<file path="src/rtl/uart_rx_oversample.sv">
// uart_rx_oversample: 16x-oversampled UART receiver with majority voting, error checks and a small result FIFO
module uart_rx_oversample #(
    parameter int CLK_FREQ   = 50_000_000,
    parameter int BAUD       = 115200,
    parameter int OVERSAMPLE = 16,
    parameter int PARITY_EN  = 0,
    parameter int PARITY_ODD = 0,
    parameter int FIFO_DEPTH = 4
) (
    input  logic       clk,
    input  logic       rst,
    input  logic       rx,
    output logic [7:0] rx_data,
    output logic       rx_valid,
    input  logic       rx_ready,
    output logic       frame_err,
    output logic       parity_err,
    output logic       break_det,
    output logic       overrun,
    output logic       busy
);
    localparam int DIV = (CLK_FREQ + (BAUD * OVERSAMPLE) / 2) / (BAUD * OVERSAMPLE);
    localparam int DW  = DIV > 1 ? $clog2(DIV) : 1;
    localparam int PW  = $clog2(OVERSAMPLE);
    localparam int AW  = $clog2(FIFO_DEPTH);
    localparam logic [PW-1:0] PH_A = PW'(OVERSAMPLE / 2 - 1);
    localparam logic [PW-1:0] PH_B = PW'(OVERSAMPLE / 2);
    localparam logic [PW-1:0] PH_C = PW'(OVERSAMPLE / 2 + 1);
    localparam logic [PW-1:0] PH_L = PW'(OVERSAMPLE - 1);
    localparam logic          PODD = 1'(PARITY_ODD);

    localparam logic [2:0] IDLE      = 3'd0;
    localparam logic [2:0] START     = 3'd1;
    localparam logic [2:0] DATA      = 3'd2;
    localparam logic [2:0] PARITY    = 3'd3;
    localparam logic [2:0] STOP      = 3'd4;
    localparam logic [2:0] WAIT_IDLE = 3'd5;

    logic          rx_m, rx_s, rx_prev;
    logic [DW-1:0] div_cnt;
    logic [PW-1:0] phase;
    logic          s_a, s_b;
    logic [2:0]    state, bit_cnt;
    logic [7:0]    shreg;
    logic          pe_r;
    logic [AW:0]   wr_ptr, rd_ptr;
    logic [9:0]    mem [FIFO_DEPTH];
    logic [9:0]    head;
    logic          tick, start, dec, maj, push, pop, full, wr_en;

    assign tick  = div_cnt == DW'(DIV - 1);
    assign start = state == IDLE && rx_prev && !rx_s;
    assign dec   = tick && phase == PH_C && state != IDLE;
    assign maj   = (s_a & s_b) | (s_a & rx_s) | (s_b & rx_s);
    assign push  = dec && state == STOP && (maj || shreg != 8'd0);
    assign full  = wr_ptr[AW] != rd_ptr[AW] && wr_ptr[AW-1:0] == rd_ptr[AW-1:0];
    assign pop   = rx_valid && rx_ready;
    assign wr_en = push && (!full || pop);
    assign head  = mem[rd_ptr[AW-1:0]];

    assign rx_valid   = wr_ptr != rd_ptr;
    assign rx_data    = rx_valid ? head[9:2] : 8'd0;
    assign frame_err  = rx_valid && head[1];
    assign parity_err = rx_valid && head[0];
    assign busy       = state != IDLE;

    always_ff @(posedge clk or posedge rst) begin
        if (rst) begin
            rx_m    <= 1'b1;
            rx_s    <= 1'b1;
            rx_prev <= 1'b1;
            div_cnt <= '0;
            phase   <= '0;
            s_a     <= 1'b1;
            s_b     <= 1'b1;
        end else begin
            rx_m    <= rx;
            rx_s    <= rx_m;
            rx_prev <= rx_s;
            div_cnt <= tick ? '0 : div_cnt + 1'b1;
            phase   <= start ? '0 : tick ? (phase == PH_L ? '0 : phase + 1'b1) : phase;
            s_a     <= tick && phase == PH_A ? rx_s : s_a;
            s_b     <= tick && phase == PH_B ? rx_s : s_b;
        end
    end

    always_ff @(posedge clk or posedge rst) begin
        if (rst) begin
            state     <= IDLE;
            bit_cnt   <= '0;
            shreg     <= '0;
            pe_r      <= 1'b0;
            break_det <= 1'b0;
            overrun   <= 1'b0;
        end else begin
            break_det <= dec && state == STOP && !maj && shreg == 8'd0;
            overrun   <= push && full && !pop;
            case (state)
                IDLE: if (start) state <= START;
                START: if (dec) begin
                    state   <= maj ? IDLE : DATA;
                    bit_cnt <= '0;
                    pe_r    <= 1'b0;
                end
                DATA: if (dec) begin
                    shreg   <= {maj, shreg[7:1]};
                    bit_cnt <= bit_cnt + 1'b1;
                    if (bit_cnt == 3'd7) state <= PARITY_EN != 0 ? PARITY : STOP;
                end
                PARITY: if (dec) begin
                    pe_r  <= (^shreg ^ maj) != PODD;
                    state <= STOP;
                end
                STOP: if (dec) state <= maj ? IDLE : WAIT_IDLE;
                WAIT_IDLE: if (rx_s) state <= IDLE;
                default: state <= IDLE;
            endcase
        end
    end

    // storage needs no reset: the read side is masked by rx_valid
    always_ff @(posedge clk) begin
        if (wr_en) mem[wr_ptr[AW-1:0]] <= {shreg, !maj, pe_r};
    end

    always_ff @(posedge clk or posedge rst) begin
        if (rst) begin
            wr_ptr <= '0;
            rd_ptr <= '0;
        end else begin
            wr_ptr <= wr_en ? wr_ptr + 1'b1 : wr_ptr;
            rd_ptr <= pop ? rd_ptr + 1'b1 : rd_ptr;
        end
    end
endmodule

</file>
<file path="config.mk">
export PLATFORM = sky130hd
export DESIGN_NAME = uart_rx_oversample
export DESIGN_NICKNAME = d
export VERILOG_FILES = /design/src/rtl/uart_rx_oversample.sv
export SDC_FILE = /design/constraint.sdc
export NUM_CORES = 1
export LEC_CHECK = 0
export BUFFER_PORTS_ARGS = -buffer_cell sky130_fd_sc_hd__buf_4
export CAP_MARGIN = 20
export CORE_ASPECT_RATIO = 1.2
export CORE_UTILIZATION = 55
export DETAILED_ROUTE_END_ITERATION = 8
export PLACE_DENSITY = 0.73
export RECOVER_POWER = 100
export REMOVE_ABC_BUFFERS = 1
export SETUP_SLACK_MARGIN = 0.02
export SKIP_CTS_REPAIR_TIMING = 1
export SLEW_MARGIN = 30
export SYNTH_ARGS = -nofsm -noshare
export SYNTH_HDL_FRONTEND = slang
export SYNTH_SLANG_ARGS = --single-unit
</file>
<file path="constraint.sdc">
create_clock -name clk -period 2.6 [get_ports clk]
set_clock_uncertainty 0.05 [all_clocks]
set_input_delay 0.39 -clock clk [delete_from_list [all_inputs] [get_ports clk]]
set_output_delay 0.39 -clock clk [all_outputs]
set_load 0.1 [all_outputs]
</file>
### Word-level counts from Yosys, hierarchy flattened

Memories as Yosys holds them, arrays and structs flattened.
Cells that the tools add are included.

| cells by class | value |
|---|---|
| $add $sub $neg | 5 |
| multiply operators | 0 |
| divide/modulo/power cells | 0 |
| order comparisons | 0 |
| equality and inequality tests | 21 |
| shift operators | 0 |
| multiplexer cells | 23 |
| bitwise logic cells | 6 |
| reductions and logical operators | 35 |

Operators with widths:

| kind | number |
|---|---|
| 2-to-1 mux 3 bit | 10 |
| case mux 3 bit (6 select lines) | 1 |
| logical AND 1 bit | 17 |
| != test 2 bit, second input constant | 7 |
| equality test 4 bit, second input constant | 3 |
| 2-to-1 mux 4 bit | 3 |
| adder 3 x 1 -> 3 bit, second input constant | 3 |
| equality test 3 bit, second input constant | 3 |
| logical NOT 8 bit | 1 |
| 2-to-1 mux 8 bit | 1 |
| nonzero test 8 bit | 1 |
| parity 8 bit | 1 |
| AND reduction 7 bit | 1 |
| equality test 3 x 2 -> 1 bit, second input constant | 2 |
| case mux 3 bit (2 select lines) | 1 |
| AND reduction 3 bit | 2 |
| nonzero test 2 bit | 3 |
| adder 5 x 1 -> 5 bit, second input constant | 1 |
| equality test 5 bit, second input constant | 1 |
| 2-to-1 mux 5 bit | 1 |
| adder 4 x 1 -> 4 bit, second input constant | 1 |
| equality test 4 x 3 -> 1 bit, second input constant | 1 |
| logical NOT 1 bit | 4 |
| 2-to-1 mux 1 bit | 4 |
| other kinds (13) | 17 |

| word-level totals | value |
|---|---|
| register bits | 37 |
| bits in latches | 0 |
| memory bits (writable) | 40 |
| bits in read-only memories | 0 |
| input bits | 4 |
| output and inout port bits | 14 |
| memories kept | 1 |

Memory list:

| name | words | width | read ports | clocked after memory_dff | wr ports | RTL line | source |
|---|---|---|---|---|---|---|---|
| mem | 4 | 10 | 1 | 0 | 1 | 47 | `logic [9:0] mem [FIFO_DEPTH];` |

### Logic depth before layout (Yosys ltp)

Gate-level depths: netlist of run 1.

| depth | value |
|---|---|
| word-level depth | 8 |
| gate-level depth with buffers | 8 |

### Worst setup path before layout of run 1

Ideal clock, no wire load.

| timing | value |
|---|---|
| kind | register -> output |
| from | register rd_ptr[2] |
| to | output port frame_err |
| arrival | 2553 ps |
| data required time | 2160 ps |
| slack | -393 ps |
| stages on the path, launching flop included | 5 |
| path through | dfrtp_1 xor2_1 nand3b_1 clkbuf_1 and2_1 |

| between the ends | value |
|---|---|
| longest elaborated chain between the ends | 2 |

RTL lines:

| item | RTL line | source |
|---|---|---|
| from (decl) | 46 | `logic [AW:0] wr_ptr, rd_ptr;` |
| from (signal assigned) | 132 | `rd_ptr <= pop ? rd_ptr + 1'b1 : rd_ptr;` |
| != test 3 bit | 61 | `assign rx_valid = wr_ptr != rd_ptr;` |
| net rx_valid | 14 | `output logic rx_valid,` |
| logical AND 1 bit | 63 | `assign frame_err = rx_valid && head[1];` |
| to (decl) | 16 | `output logic frame_err,` |

The timed path passes the listed nets, and every way through them passes these cells.

### Worst setup path in the final report of run 1

| timing | value |
|---|---|
| from | register rd_ptr[0] |
| to | output port frame_err |

| between the ends | value |
|---|---|
| longest elaborated chain between the ends | 2 |
| elaborated cells on any way between the ends | 3 |
| those cells by class | 1 x eq/ne; 1 x reduce/logical; 1 x memory |

RTL lines:

| item | RTL line |
|---|---|
| memory (4 x 10 bit) / != test 3 bit (equally long branches) | -- |
| logical AND 1 bit * | 63 |

Mark *: on every way between the ends. The rest lies on a longest branch, timed or not.

==> impl_metrics.toml, run 1 <==
[logic_synthesis]
yosysWarnings = 0
yosys_register_bits = 77
syn_area_um2 = 3510
synthTopCellsByArea = "edfxtp_1, dfrtp_1, mux4_2, ha_1, dfstp_2"
syn_inst = 244
synth_top_area_share_pct = 34.2
synth-seq-area-share_pct = 60.7
synth_ff_type = "edfxtp_1"
synth_common_cells = "edfxtp_1, dfrtp_1, inv_1, ha_1, and2_1"
async_flop_share_pct = 48.1
ys_types = 50
synth_area_leader_cell = "edfxtp_1"
avgSynthCellArea_um2 = 14.4
yosysMostFrequentCell = "edfxtp_1"
synth-edff-count = 40

[cts]
cts.path.max_buffers = 2
cts_tree = "built"
clock_latency_ns = 0.34
cts_sinks = 77
cts_buffers = 9
root_buffer = "clkbuf_8"
path_clk_slew_ns = 0.08
htree_levels = 3

[floorplanning]
num_rows = 31
start_util_pct = 57.7
die_w_um = 74.9
fp.coreArea_um2 = 6090
dieHeight_um = 89.5
boundaryPins = 18
die_area_um2 = 6710

[sta]
drv_slew = 38
setup_tns_ns = 0
finalCritPeriodShare_pct = 93.2
report.final.hold_viol_count = 0
slew_headroom_pct = -27.8
fmax_mhz = 413
worst_pin_slew_ns = 1.92
setup_viol = 0
rsz0062_at_grt = "no"
fin_crit_ns = 2.42
hold_ws_ns = 0.101

[detailed_routing]
drt_iter0_drc = 53
dr.pass1.iters = 4
vias = 1957
post_drt_wl_per_cell_um = 14.9
via_per_inst = 5.42
wirelength_um = 5370
antenna_left = 0
drc_errors = 0

[setup_path]
cp-start-kind = "register"
endpoint_kind = "output port"
worstPathMaxFanout = 5
critPathRequiredTime_ns = 2.16
r2r_setup_slack_ns = 0.25
cp_cell_sequence = "buf_4 -> mux4_2 -> and2_1 -> clkbuf_4"
reg2reg_from = "rx_s"
timing.rr.end = "mem[1][1]"
slowest_stage = "mux4_2"
reg2regPathDepth = 5
critical_path_class = "reg2out"
max_stage_delay_ns = 0.50
crit_arrival_ns = 1.98

[placed_design]
placed_cells = 345
numPortBuffers = 17
hpwlAfterDp_um = 3820
gp_congestion = 0.758

[flow_run]
max_cap_viol_count = 1

[power]
p_per_area_nw_per_um2 = 592
peakVddDrop_uv = 494
p_leak_nw = 1.64

[global_routing]
overflow = 0
grt_pass1_vias = 1956
antenna_found_initial = 0
grt_pass1_wl_um = 8960
grt_start_max_net_pins = 38
grt_usage_pct = 18.7

[worst_hold_path]
hp-class = "in2reg"
hp-start = "rx"
hold_end = "rx_m"
whs_path_depth = 1

[finish]
multi_input_area_um2 = 1230
diodes = 0
final_layout_size_suffix_gt1_share_pct = 21.9
synthToLayoutAreaGrowth_pct = 12.1
utilization_pct = 64.6
final_nets = 294
final_cells = 361
fillers = 478
regArea_um2 = 2130

[status]
status = "finished with violations"
failed_checks = "capacitance limit, slew limit"
cell type report:
| type | count | share of cell area (%) |
|---|---|---|
| Clock buffer | 11 | 4.13 |
| Tap cell | 82 | 2.61 |
| Clock inverter | 5 | 1.43 |
| Timing Repair Buffer | 27 | 4.55 |
| Sequential cell | 77 | 54.2 |
| Multi-Input combinational cell | 141 | 31.4 |
| Inverter | 18 | 1.72 |
layout by cell type, fill, tap and decap left out, types with 7 or more instances in the layout:
cell,netlist,layout
mux4_2,10,10
nand2_1,10,11
mux2i_1,8,8
xnor2_1,10,10
inv_1,18,18
edfxtp_1,40,40
nor2_1,9,10
buf_4,0,12
clkbuf_8,0,10
ha_1,16,16
dfrtp_1,32,32
clkbuf_4,0,7
and2_1,13,9
worst max-delay path, delay by kind of cell (launching register included):
| kind | cells | cell delay (ns) |
|---|---|---|
| buffers and inverters | 2 | 0.49 |
| flip-flops | 1 | 0.47 |
| multiplexers | 1 | 0.50 |
| AND/OR/NAND/NOR | 1 | 0.17 |
where the power goes:
group / internal [W] / switching [W] / leakage [nW]
combinational: 0.0000224 / 0.0000551 / 0.609
clock: 0.000526 / 0.000420 / 0.110
sequential: 0.00129 / 0.0000222 / 0.919
state kept, by name (all words and copies together), names as in the netlist, 3 cells and up:
name and flops:
wr_ptr 3, div_cnt 5, state 3, rd_ptr 3
phase 4, bit_cnt 3, shreg 8, mem 40
worst max-delay path by stage:
stage                         start         to  slack [ns]  cells past startpoint
final                     rd_ptr[0]  frame_err        0.18                      4
after CTS                 rd_ptr[0]  frame_err        0.16                      4
after global routing           rx_s  mem[1][1]        0.05                      5
after detailed placement   phase[1]  mem[2][3]        0.54                      7
after global placement    rd_ptr[0]  frame_err        0.56                      4
after floorplan           rd_ptr[0]  frame_err       -0.54                      3
routing by layer:
layer	routed length [um]	GRT usage [%]
met1	2330	22.3
met2	2720	31.3
met3	199	5.07
met4	111	8.92
met5	0	0
logic make-up after synthesis:
kind of cell | Yosys count | share of synthesized area [%]
flops | 77 | 60.7
simple gates | 64 | 11.2
buf+inv | 26 | 3.28
compound gates | 23 | 4.85
mux | 23 | 10.4
fa+ha+maj | 17 | 6.02
xor+xnor | 14 | 3.49
metrics by stage:
stage	total power (W)	cell area (um2)	setup WS (ns)
after floorplan	0.00139	3460	-0.536
after global placement	0.00142	3770	0.562
after detailed placement	0.00142	3770	0.538
after CTS	0.00236	3990	0.160
after global routing	0.00242	3940	0.0528
final	0.00233	3940	0.176
No activity file was read; power rests on OpenSTA's default activity.
==> inputs of run 2 (changes only) <==
--- a/config.mk
+++ b/config.mk
@@ -5,12 +5,12 @@
 export SDC_FILE = /design/constraint.sdc
 export NUM_CORES = 1
 export LEC_CHECK = 0
-export BUFFER_PORTS_ARGS = -buffer_cell sky130_fd_sc_hd__buf_4
 export CAP_MARGIN = 20
 export CORE_ASPECT_RATIO = 1.2
 export CORE_UTILIZATION = 55
 export DETAILED_ROUTE_END_ITERATION = 8
-export PLACE_DENSITY = 0.73
+export DONT_BUFFER_PORTS = 1
+export PLACE_DENSITY = 0.7
 export RECOVER_POWER = 100
 export REMOVE_ABC_BUFFERS = 1
 export SETUP_SLACK_MARGIN = 0.02
==> run 2 against run 1 <==
Compared with the run above:
- the flow still finishes with violations (capacitance limit, slew limit)
- sequential power about the same
- fmax increased by 3.4%
- non-clock buffer count decreased by 7
- clock power decreased by 4.0%
- worst hold slack improved by 0.082 ns
- routed wire length increased by 3.8%
- global-route usage increased by 0.77 points
- combinational power increased by 15%
- register-to-register slack improved by 0.02 ns
- first-iteration DRC count increased by 79%
- setup slack improved by 0.080 ns
- largest cell class unchanged
- via count decreased by 0.26%
==> impl_metrics.toml, run 2 (same netlist as run 1, synthesis figures left out) <==
[status]
status = "finished with violations"
failed_checks = "capacitance limit, slew limit"

[power]
p_int_w = 0.00178
p_clk_share_pct = 39.5
pwr-share-seq_pct = 56.6
p_per_area_nw_per_um2 = 572
combPwrFrac_pct = 3.9
p_sw_w = 0.000516
p_leak_nw = 1.62
switching_share_pct = 22.5
peakVddDrop_uv = 487

[detailed_routing]
dr.pass1.iters = 4
drt_iter0_drc = 95
drc_errors = 0
antenna_left = 0
via_per_inst = 5.51
post_drt_wl_per_cell_um = 15.7
wirelength_um = 5570
vias = 1952

[cts]
cts_tree = "built"
htree_levels = 3
root_buffer = "clkbuf_8"
cts.path.max_buffers = 2
clock_latency_ns = 0.35
cts_buffers = 9
path_clk_slew_ns = 0.08
cts_sinks = 77

[setup_path]
max_stage_delay_ns = 0.54
cp-start-kind = "register"
reg2regPathDepth = 4
critPathRequiredTime_ns = 2.16
path_delay_family = "multiplexers"
cp_cell_sequence = "buf_4 -> mux4_2 -> and2_0 -> buf_12"
timing.rr.end = "mem[3][9]"
critical_path_class = "reg2out"
worstPathMaxFanout = 12
crit_arrival_ns = 1.90
crit_start = "rd_ptr[0]"
slowest_stage = "mux4_2"
reg2reg_from = "rx_s"
endpoint_kind = "output port"
r2r_setup_slack_ns = 0.27
crit_buf_inv = 2

[floorplanning]
num_rows = 31
start_util_pct = 57.7
boundaryPins = 18
die_w_um = 74.9
fp.coreArea_um2 = 6090
die_area_um2 = 6710
dieHeight_um = 89.5

[global_routing]
grt_usage_pct = 19.5
grt_start_max_net_pins = 38
antenna_found_initial = 0
grt_pass1_wl_um = 9130
overflow = 0
grt_pass1_vias = 1859

[worst_hold_path]
hold_end = "rd_ptr[0]"
hp-start = "rx_ready"
hp-class = "in2reg"
whs_path_depth = 2

[sta]
report.final.hold_viol_count = 0
setup_viol = 0
fin_crit_ns = 2.34
fmax_mhz = 427
finalCritPeriodShare_pct = 90.2
worst_pin_slew_ns = 1.96
worst_slack_ns = 0.256
rsz0062_at_grt = "no"
drv_slew = 38
slew_headroom_pct = -30.5

[finish]
fillers = 467
multi_input_area_um2 = 1240
mostFrequentLayoutCells = "edfxtp_1, dfrtp_1, inv_1"
layout_commonest_cell = "edfxtp_1"
synthToLayoutAreaGrowth_pct = 14.3
largest_reg_flops = 40
stdcell_area_um2 = 4020
diodes = 0
regArea_um2 = 2130
final_layout_size_suffix_gt1_share_pct = 20.2
final_nets = 287

[placed_design]
numPortBuffers = 0
placed_area_um2 = 3830
hpwlAfterDp_um = 3810
dp_slack_ns = 0.347
gp_congestion = 0.820

[flow_run]
max_cap_viol_count = 1
==> run 2: metal layers <==
metal	GRT usage, %	vias to the layer above	share of wire (%)
met1	24.8	968	45
met4	12.0	0	2.3
met2	30.6	29	49
met3	3.83	14	2.9
met5	0	-	0
li1	-	941	-
==> run 2: cell type report <==
cell class / count / share of cell area, %
Timing Repair Buffer: 20 / 6.61
Multi-Input combinational cell: 141 / 31.0
Tap cell: 82 / 2.56
Clock inverter: 5 / 1.50
Sequential cell: 77 / 53.1
Inverter: 18 / 1.68
Clock buffer: 11 / 3.52
==> run 2: power groups by stage <==
stage	registers, W	clock network, W	logic, W
floorplan	0.00133	0	0.0000618
global placement	0.00133	0	0.0000908
detailed placement	0.00133	0	0.0000919
CTS	0.00130	0.000928	0.0000919
global route	0.00130	0.000974	0.000101
finish	0.00130	0.000908	0.0000889
==> run 2: worst max-delay path by stage <==
stage | slack [ns] | cells past startpoint | to
detailed placement | 0.35 | 6 | mem[2][3]
CTS | 0.24 | 4 | rx_data[5]
finish | 0.26 | 4 | rx_data[5]
floorplan | -0.54 | 3 | frame_err
global route | 0.10 | 4 | mem[3][9]
global placement | 0.39 | 6 | mem[1][3]
==> run 2: per-stage QoR <==
step | setup TNS [ns] | utilization [%] | hold slack [ns] | total power [W] | std cells
detailed placement | 0 | 63.0 | 0.299 | 0.00142 | 337
floorplan | -5.49 | - | 0.295 | 0.00139 | 236
CTS | 0 | 66.3 | -0.0351 | 0.00232 | 353
global placement | 0 | 63.0 | 0.301 | 0.00142 | 337
finish | 0 | 65.9 | 0.183 | 0.00230 | 354
global route | 0 | 65.9 | 0.188 | 0.00238 | 354
==> run 2: worst reg2reg max path, stage by stage, from the launching register on <==
cell and delay [ns]:
dfstp_1 0.64, maj3_2 0.31, o2111ai_2 0.19, nor3b_2 0.18, clkbuf_1 0.59
